File: config.mk
export PLATFORM = sky130hd
export DESIGN_NAME = pe_array_ctrl
export DESIGN_NICKNAME = d
export VERILOG_FILES = /design/src/rtl/pe_array_ctrl.sv
export SDC_FILE = /design/constraint.sdc
export NUM_CORES = 1
export LEC_CHECK = 0
export ABC_AREA = 1
export ABC_CLOCK_PERIOD_IN_PS = 4600
export BUFFER_PORTS_ARGS = -buffer_cell sky130_fd_sc_hd__buf_2
export CORE_MARGIN = 3
export CORE_UTILIZATION = 60
export CTS_CLUSTER_SIZE = 14
export DETAILED_ROUTE_END_ITERATION = 6
export PLACE_DENSITY = 0.84
export SLEW_MARGIN = 20
export SYNTH_ARGS = -nofsm -noshare
export SYNTH_HDL_FRONTEND = slang
export SYNTH_SLANG_ARGS = --single-unit
export TNS_END_PERCENT = 100
File: constraint.sdc
create_clock -name clk_i -period 4.6 [get_ports clk_i]
set_clock_uncertainty 0.05 [all_clocks]
set_input_delay 0 -clock clk_i [delete_from_list [all_inputs] [get_ports clk_i]]
set_output_delay 0 -clock clk_i [all_outputs]
set_load 0.01 [all_outputs]
File: src/rtl/pe_array_ctrl.sv
// Sequencer for one pe_array column: streams A/B reads per pass,
// marks first/last beats and schedules the delayed output-buffer writes.
module pe_array_ctrl #(
    parameter int ADDR_WIDTH = 16,
    parameter int K_WIDTH    = 8,
    parameter int N_WIDTH    = 8,
    parameter int WB_LAT     = 12
) (
    input  logic                  clk_i,
    input  logic                  rst_i,
    input  logic                  start_i,
    input  logic [K_WIDTH-1:0]    k_i,
    input  logic [N_WIDTH-1:0]    n_i,
    input  logic [ADDR_WIDTH-1:0] a_base_i,
    input  logic [ADDR_WIDTH-1:0] b_base_i,
    input  logic [ADDR_WIDTH-1:0] c_base_i,
    output logic                  busy_o,
    output logic                  done_o,
    output logic                  a_rd_en_o,
    output logic [ADDR_WIDTH-1:0] a_addr_o,
    output logic                  b_rd_en_o,
    output logic [ADDR_WIDTH-1:0] b_addr_o,
    output logic                  clr_o,
    output logic                  we_o,
    output logic                  c_wr_en_o,
    output logic [ADDR_WIDTH-1:0] c_addr_o
);

    typedef enum logic [1:0] {
        S_IDLE,
        S_RUN,
        S_DRAIN,
        S_DONE
    } state_e;

    state_e                state_q, state_d;
    logic [K_WIDTH-1:0]    k_q, k_d;
    logic [N_WIDTH-1:0]    n_q, n_d;
    logic [ADDR_WIDTH-1:0] a_base_q, a_base_d;
    logic [ADDR_WIDTH-1:0] b_base_q, b_base_d;
    logic [ADDR_WIDTH-1:0] c_base_q, c_base_d;
    logic [K_WIDTH-1:0]    beat_q, beat_d;
    logic [N_WIDTH-1:0]    pass_q, pass_d;
    logic [ADDR_WIDTH-1:0] lin_q, lin_d;
    logic [N_WIDTH-1:0]    wr_idx_q, wr_idx_d;
    logic                  clr_q, clr_d;
    logic                  we_q, we_d;
    logic [WB_LAT-1:0]     wb_q, wb_d;

    logic run;
    logic last_beat;
    logic last_pass;
    logic cfg_ok;

    assign run       = (state_q == S_RUN);
    assign last_beat = (beat_q == k_q - K_WIDTH'(1));
    assign last_pass = (pass_q == n_q - N_WIDTH'(1));
    assign cfg_ok    = (k_i != '0) && (n_i != '0);

    always_comb begin
        state_d  = state_q;
        k_d      = k_q;
        n_d      = n_q;
        a_base_d = a_base_q;
        b_base_d = b_base_q;
        c_base_d = c_base_q;
        beat_d   = beat_q;
        pass_d   = pass_q;
        lin_d    = lin_q;
        wr_idx_d = wr_idx_q;
        unique case (state_q)
            S_IDLE: begin
                if (start_i && cfg_ok) begin
                    state_d  = S_RUN;
                    k_d      = k_i;
                    n_d      = n_i;
                    a_base_d = a_base_i;
                    b_base_d = b_base_i;
                    c_base_d = c_base_i;
                    beat_d   = '0;
                    pass_d   = '0;
                    lin_d    = '0;
                    wr_idx_d = '0;
                end else if (start_i) begin
                    state_d = S_DONE;
                end
            end
            S_RUN: begin
                if (last_beat && last_pass) begin
                    // counters freeze so addresses hold the last issued beat
                    state_d = S_DRAIN;
                end else begin
                    lin_d = lin_q + ADDR_WIDTH'(1);
                    if (last_beat) begin
                        beat_d = '0;
                        pass_d = pass_q + N_WIDTH'(1);
                    end else begin
                        beat_d = beat_q + K_WIDTH'(1);
                    end
                end
            end
            S_DRAIN: begin
                if (c_wr_en_o && wr_idx_q == n_q - N_WIDTH'(1)) begin
                    state_d = S_DONE;
                end
            end
            S_DONE: begin
                state_d = S_IDLE;
            end
            default: state_d = S_IDLE;
        endcase
        if (c_wr_en_o) begin
            wr_idx_d = wr_idx_q + N_WIDTH'(1);
        end
    end

    // read data arrives one cycle after issue, so beat markers are delayed
    assign clr_d = run && (beat_q == '0);
    assign we_d  = run && last_beat;
    assign wb_d  = WB_LAT'({wb_q, we_q});

    always_ff @(posedge clk_i) begin
        if (rst_i) begin
            state_q  <= S_IDLE;
            k_q      <= '0;
            n_q      <= '0;
            a_base_q <= '0;
            b_base_q <= '0;
            c_base_q <= '0;
            beat_q   <= '0;
            pass_q   <= '0;
            lin_q    <= '0;
            wr_idx_q <= '0;
            clr_q    <= 1'b0;
            we_q     <= 1'b0;
            wb_q     <= '0;
        end else begin
            state_q  <= state_d;
            k_q      <= k_d;
            n_q      <= n_d;
            a_base_q <= a_base_d;
            b_base_q <= b_base_d;
            c_base_q <= c_base_d;
            beat_q   <= beat_d;
            pass_q   <= pass_d;
            lin_q    <= lin_d;
            wr_idx_q <= wr_idx_d;
            clr_q    <= clr_d;
            we_q     <= we_d;
            wb_q     <= wb_d;
        end
    end

    assign busy_o    = run || (state_q == S_DRAIN);
    assign done_o    = (state_q == S_DONE);
    assign a_rd_en_o = run;
    assign b_rd_en_o = run;
    assign a_addr_o  = a_base_q + lin_q;
    assign b_addr_o  = b_base_q + ADDR_WIDTH'(beat_q);
    assign clr_o     = clr_q;
    assign we_o      = we_q;
    assign c_wr_en_o = wb_q[WB_LAT-1];
    assign c_addr_o  = c_base_q + ADDR_WIDTH'(wr_idx_q);

endmodule

# Word level (Yosys, flattened, before mapping)
# Index checks and enable logic that the tools add are counted.
# totals
reg_bits,120
inputBits,67
out_inout_bits,55
wordCells,70
# op_classes
addsub,9
n_eq_ne,12
muxes,17
n_reduce_logical,19
# ops
op,n
8-bit two-way mux,7
16-bit by 8-bit adder with 16-bit output,2
16-bit two-way mux,2
16-bit one-hot mux with 2 select lines,1
8-bit one-hot mux with 2 select lines,2
8-bit by 1-bit adder with 8-bit output (second input constant),3
8-bit == test,3
16-bit by 1-bit adder with 16-bit output (second input constant),1
16-bit adder,1
8-bit nonzero test,2
8-bit by 1-bit subtractor with 8-bit output (second input constant),2
8-bit zero test,1
2-bit two-way mux,4
2-bit one-hot mux with 4 select lines,1
1-bit logical AND,6
2-bit != test (second input constant),3
3-bit AND reduction,2
2-bit nonzero test,3
2-bit == test (second input constant),2
2-bit by 1-bit != test with 1-bit output (second input constant),2
2-bit AND reduction,2
4-bit AND reduction,1
3-bit != test (second input constant),1
2-bit by 1-bit == test with 1-bit output (second input constant),1
2 further kinds,2

# Longest topological paths before layout
# logic_depth
word_depth,6
depth_mapped,17
ltp_nobuf,16

# Least setup slack after synthesis
# Ideal clock, no wire load.
# synth_timing
kind,register to output
startpoint,register lin_q[0]
endpoint,output port a_addr_o[12]
arrival_ns,2.245
required_ns,4.550
setup_slack_ns,2.305
stages_incl_launch_ff,12
path_buffers,0
cell_sequence,dfxtp_1 > ha_1 > inv_1 > fa_1 > nand3b_1 > nand2_1 > inv_1 > o21a_1 > o21ai_0 > a21boi_0 > o21ai_0 > xor2_1
# synth_via
elab_chain_len,1
# synth_rtl
element,line_no,text
start: declaration,44,"logic [ADDR_WIDTH-1:0] lin_q, lin_d;"
start signal: assignment,146,lin_q <= lin_d;
16-bit adder,158,assign a_addr_o = a_base_q + lin_q;
end: declaration,20,"output logic [ADDR_WIDTH-1:0] a_addr_o,"
# No other way between the ends.

# Worst setup path in the final report
# Ends and elaborated chain as after synthesis.

==> summary.md <==
| Metric | Value |
|---|---|
| Synth cell types | 39 |
| Synth async-reset ratio | 0 |
| M3 GR Usage | 0.0615 |
| Mapped Avg Cell Area | 6.75 µm² |
| First-pass GRT wire length | 36.0 mm |
| EDFF count, synth | 0 |
| Resize count post-CTS | 0 |
| WS Path Type | flip-flop to output port |
| WP data required | 4.55 ns |
| IO Pins | 122 |
| Largest net degree at the start of global routing | 52 |
| Fin. Hold Viols | 0 |
| Worst-path clk slew | 0.05 ns |
| Top-count cell post-synth | nand2_1 |
| Gate Count Post-Synth | 1,113 |
| Die W | 118 µm |
| CTS buffer count | 17 |
| Synth top area cells | dfxtp_1 (32%), nand2_1 (10%), nor2_1 (8.8%) |
| Antenna-violating nets left | 0 |
| Via count | roughly 8,100 |
| # clock sinks | 120 |
| Critical path depth | 12 |
| Crit path largest cell delay | 0.45 ns |
| Pwr dens | between 500 and 600 nW/µm² |
| Post-route clock period utilization | 0.678 |
| Max-Cap Viols | 0 |
| Congestion Overflow GR | 0 |
| FMAX | roughly 320 MHz |
| Cell area after synthesis | 7510 µm² |
| Worst-margin pin slew | 0.923 ns |
| RSZ-0062 raised after global routing | no |
| Detailed Routing Iterations Pass 1 | 5 |
| Critical Path Start Type | flip-flop |
| Synth cell count leaders | nand2_1 (204), nor2_1 (177), dfxtp_1 (120) |
| DP Wirelength | between 10 and 15 mm |
| Total number of yosys warnings | 0 |
| Setup violators final | 0 |
| M1 GR Usage | 0.379 |
| Fill cells | 906 |
| Crit Path Max Fanout | 5 |
| Grt peak-use layer | met2 |
| Hold depth | 5 |
| Crit. End Element | output port |
| Clk_lat worst skew | about 0.43 ns |
| Drt wl/cell | 14.9 µm |
| IO Port Bufs | 121 |
| Post-synth top area cell | dfxtp_1 |
| Vias in the first global route | 7,788 |
| Root Driver | clkbuf_16 |
| Relative slew slack | 0.383 |
| Num rows | 40 |
| Crit path DAT | 3.07 ns |
| Maximum vdd ir drop | 330 µV |
| Syn nets | 1,225 |
| Core ar. | 12,100 µm² |
| Period minus WS final | 3.12 ns |
| Cell depth of the worst flop-to-flop path | 9 |
| Iteration-0 DRC count of the detailed router | 760 |
| Via density per instance | 5.51 |
| WP buf/inv | 3 |
| Status | completed |
| DIE AREA | 13,900 µm² |
| TNS Setup | 0 ns |
| Post-synthesis sequential area ratio | 0.320 |
| Initial Utilization | 0.620 |
| Area share of the largest cell type after synthesis | 0.320 |
| Count of pins over their slew limit | 0 |
| Initial antenna violation count | 3 |
| Crit path max-delay family | compound AO/OA/AOI/OAI gates |
| Share of cells above drive strength 1 | 0.135 |
| Final Power | 4780 µW |
| Area grow syn2layout | 25.7% |
| Layout Nets | between 1,000 and 1,500 |
| Total Wirelength | 21.8 mm |
| M2 GR Usage | 0.528 |
| Slowest CP cell | dfxtp_1 |
| Die height | ~120 µm |
| Tot GR Track Use | 0.313 |
| TritonCTS clock tree | yes |
| Pleak | 0.00447 µW |
| Register bit total from synthesis | 120 |
| Number of remaining DRC errors | 0 |
| Worst path cell trace | ha_1, inv_1, fa_1, nand3b_1, nand2_1, inv_1, o21a_1, o21ai_0, a21boi_0, o21ai_0, xor2_1, buf_2 |
| Final Wtd Congestion | 0.893 |
| Main synth FF type | dfxtp_1 |
| CTS max path bufs | 2 |
| Min-Delay Path Class | input port to flip-flop |
| # H-tree levels | 4 |
path summary, 6_finish.rpt:
check | from | end | slack [ns]
max reg2reg | state_q[1] | beat_q[7] | 1.52
max | lin_q[0] | a_addr_o[12] | 1.48
min | start_i | state_q[0] | 0.06
min reg2reg | wb_q[5] | wb_q[6] | 0.36
cell families (layout without fill, tap and decap cells):
logic type	Yosys count	in the layout	share of synthesized area
AOI/OAI and AO/OA	198	198	0.139
and+or+nand+nor	510	510	0.291
xor gates and xnor gates	68	68	0.0803
DFF	120	120	0.320
adders and majority gates	45	45	0.0780
other	0	3	0
buffers and inverters	172	351	0.0916
cell usage in the layout, fill, tap and decap left out, types with 2 or more instances in the layout:
cell           instances
a21boi_0               3
a21o_1                 2
a21oi_1               92
buf_2                121
buf_4                  6
bufinv_16              4
clkbuf_1               3
clkbuf_16             17
clkbuf_8               3
clkinv_1               2
clkinv_2               5
dfxtp_1              120
diode_2                3
dlygate4sd3_1         64
fa_1                   3
ha_1                  42
inv_1                117
inv_2                  9
nand2_1              204
nand3_1               60
nand3_4                2
nand3b_1               2
nand4_1               38
nor2_1               176
nor2_2                 2
nor2b_1                2
nor3_1                13
nor4_1                 7
o211ai_1               2
o21a_1                 3
o21ai_0               86
o21ai_1                4
o31ai_1                2
xnor2_1               20
xor2_1                47
sequential cells by signal (all words and copies together), names as in the netlist, 2 cells and up:
name,flops
beat_q,8
pass_q,8
c_base_q,16
a_base_q,16
b_base_q,16
lin_q,16
state_q,2
n_q,8
wr_idx_q,8
wb_q,12
k_q,8
routing by layer:
metal | up-vias | routed length, µm
li1 | 3954 | -
met1 | 3657 | 9120
met2 | 371 | 10500
met3 | 78 | 1360
met4 | 0 | 819
met5 | - | 0
report_power, final:
| group | internal, µW | switching (µW) |
|---|---|---|
| clock | 944 | 479 |
| combinational | 665 | 1270 |
| sequential | 1240 | 179 |
layout make-up:
class	instances	area (µm²)	share of cell area
timing repair buffer	191	1290	0.137
inverter	128	480	0.0509
antenna	3	7.51	0.000796
multi-input combinational	821	4420	0.469
tap	168	210	0.0223
clock inverter	9	145	0.0154
sequential	120	2400	0.255
clock buffer	23	478	0.0506
per-stage QoR:
| step | hold WS (ns) | cell area (µm²) | instances | utilization | setup slack (ns) |
|---|---|---|---|---|---|
| after detailed placement | 0.176 | 8170 | 1364 | 0.674 | 1.62 |
| after global placement | 0.171 | 8170 | 1364 | 0.674 | 1.74 |
| after CTS | 0.0400 | 9430 | 1460 | 0.779 | 1.49 |
| final | 0.0611 | 9440 | 1463 | 0.779 | 1.48 |
| after floorplan | 0.0849 | 7510 | 1113 | - | 2.30 |
| after global routing | 0.0848 | 9440 | 1463 | 0.779 | 1.23 |
worst register-to-register path, stage by stage (launching register included):
cell     delay (ns)
dfxtp_1        0.37
inv_1          0.08
ha_1           0.19
buf_4          0.20
inv_1          0.55
nand2_1        0.61
buf_4          0.38
nand3_4        0.27
nand2_1        0.12
a21oi_1        0.17
timing repair:
| action | CTS | global route |
|---|---|---|
| endpoints found under the hold margin | 64 | 0 |
| hold buffers | 64 | 0 |
| buffers inserted | 0 | 0 |
No activity file was read; power rests on OpenSTA's default activity.
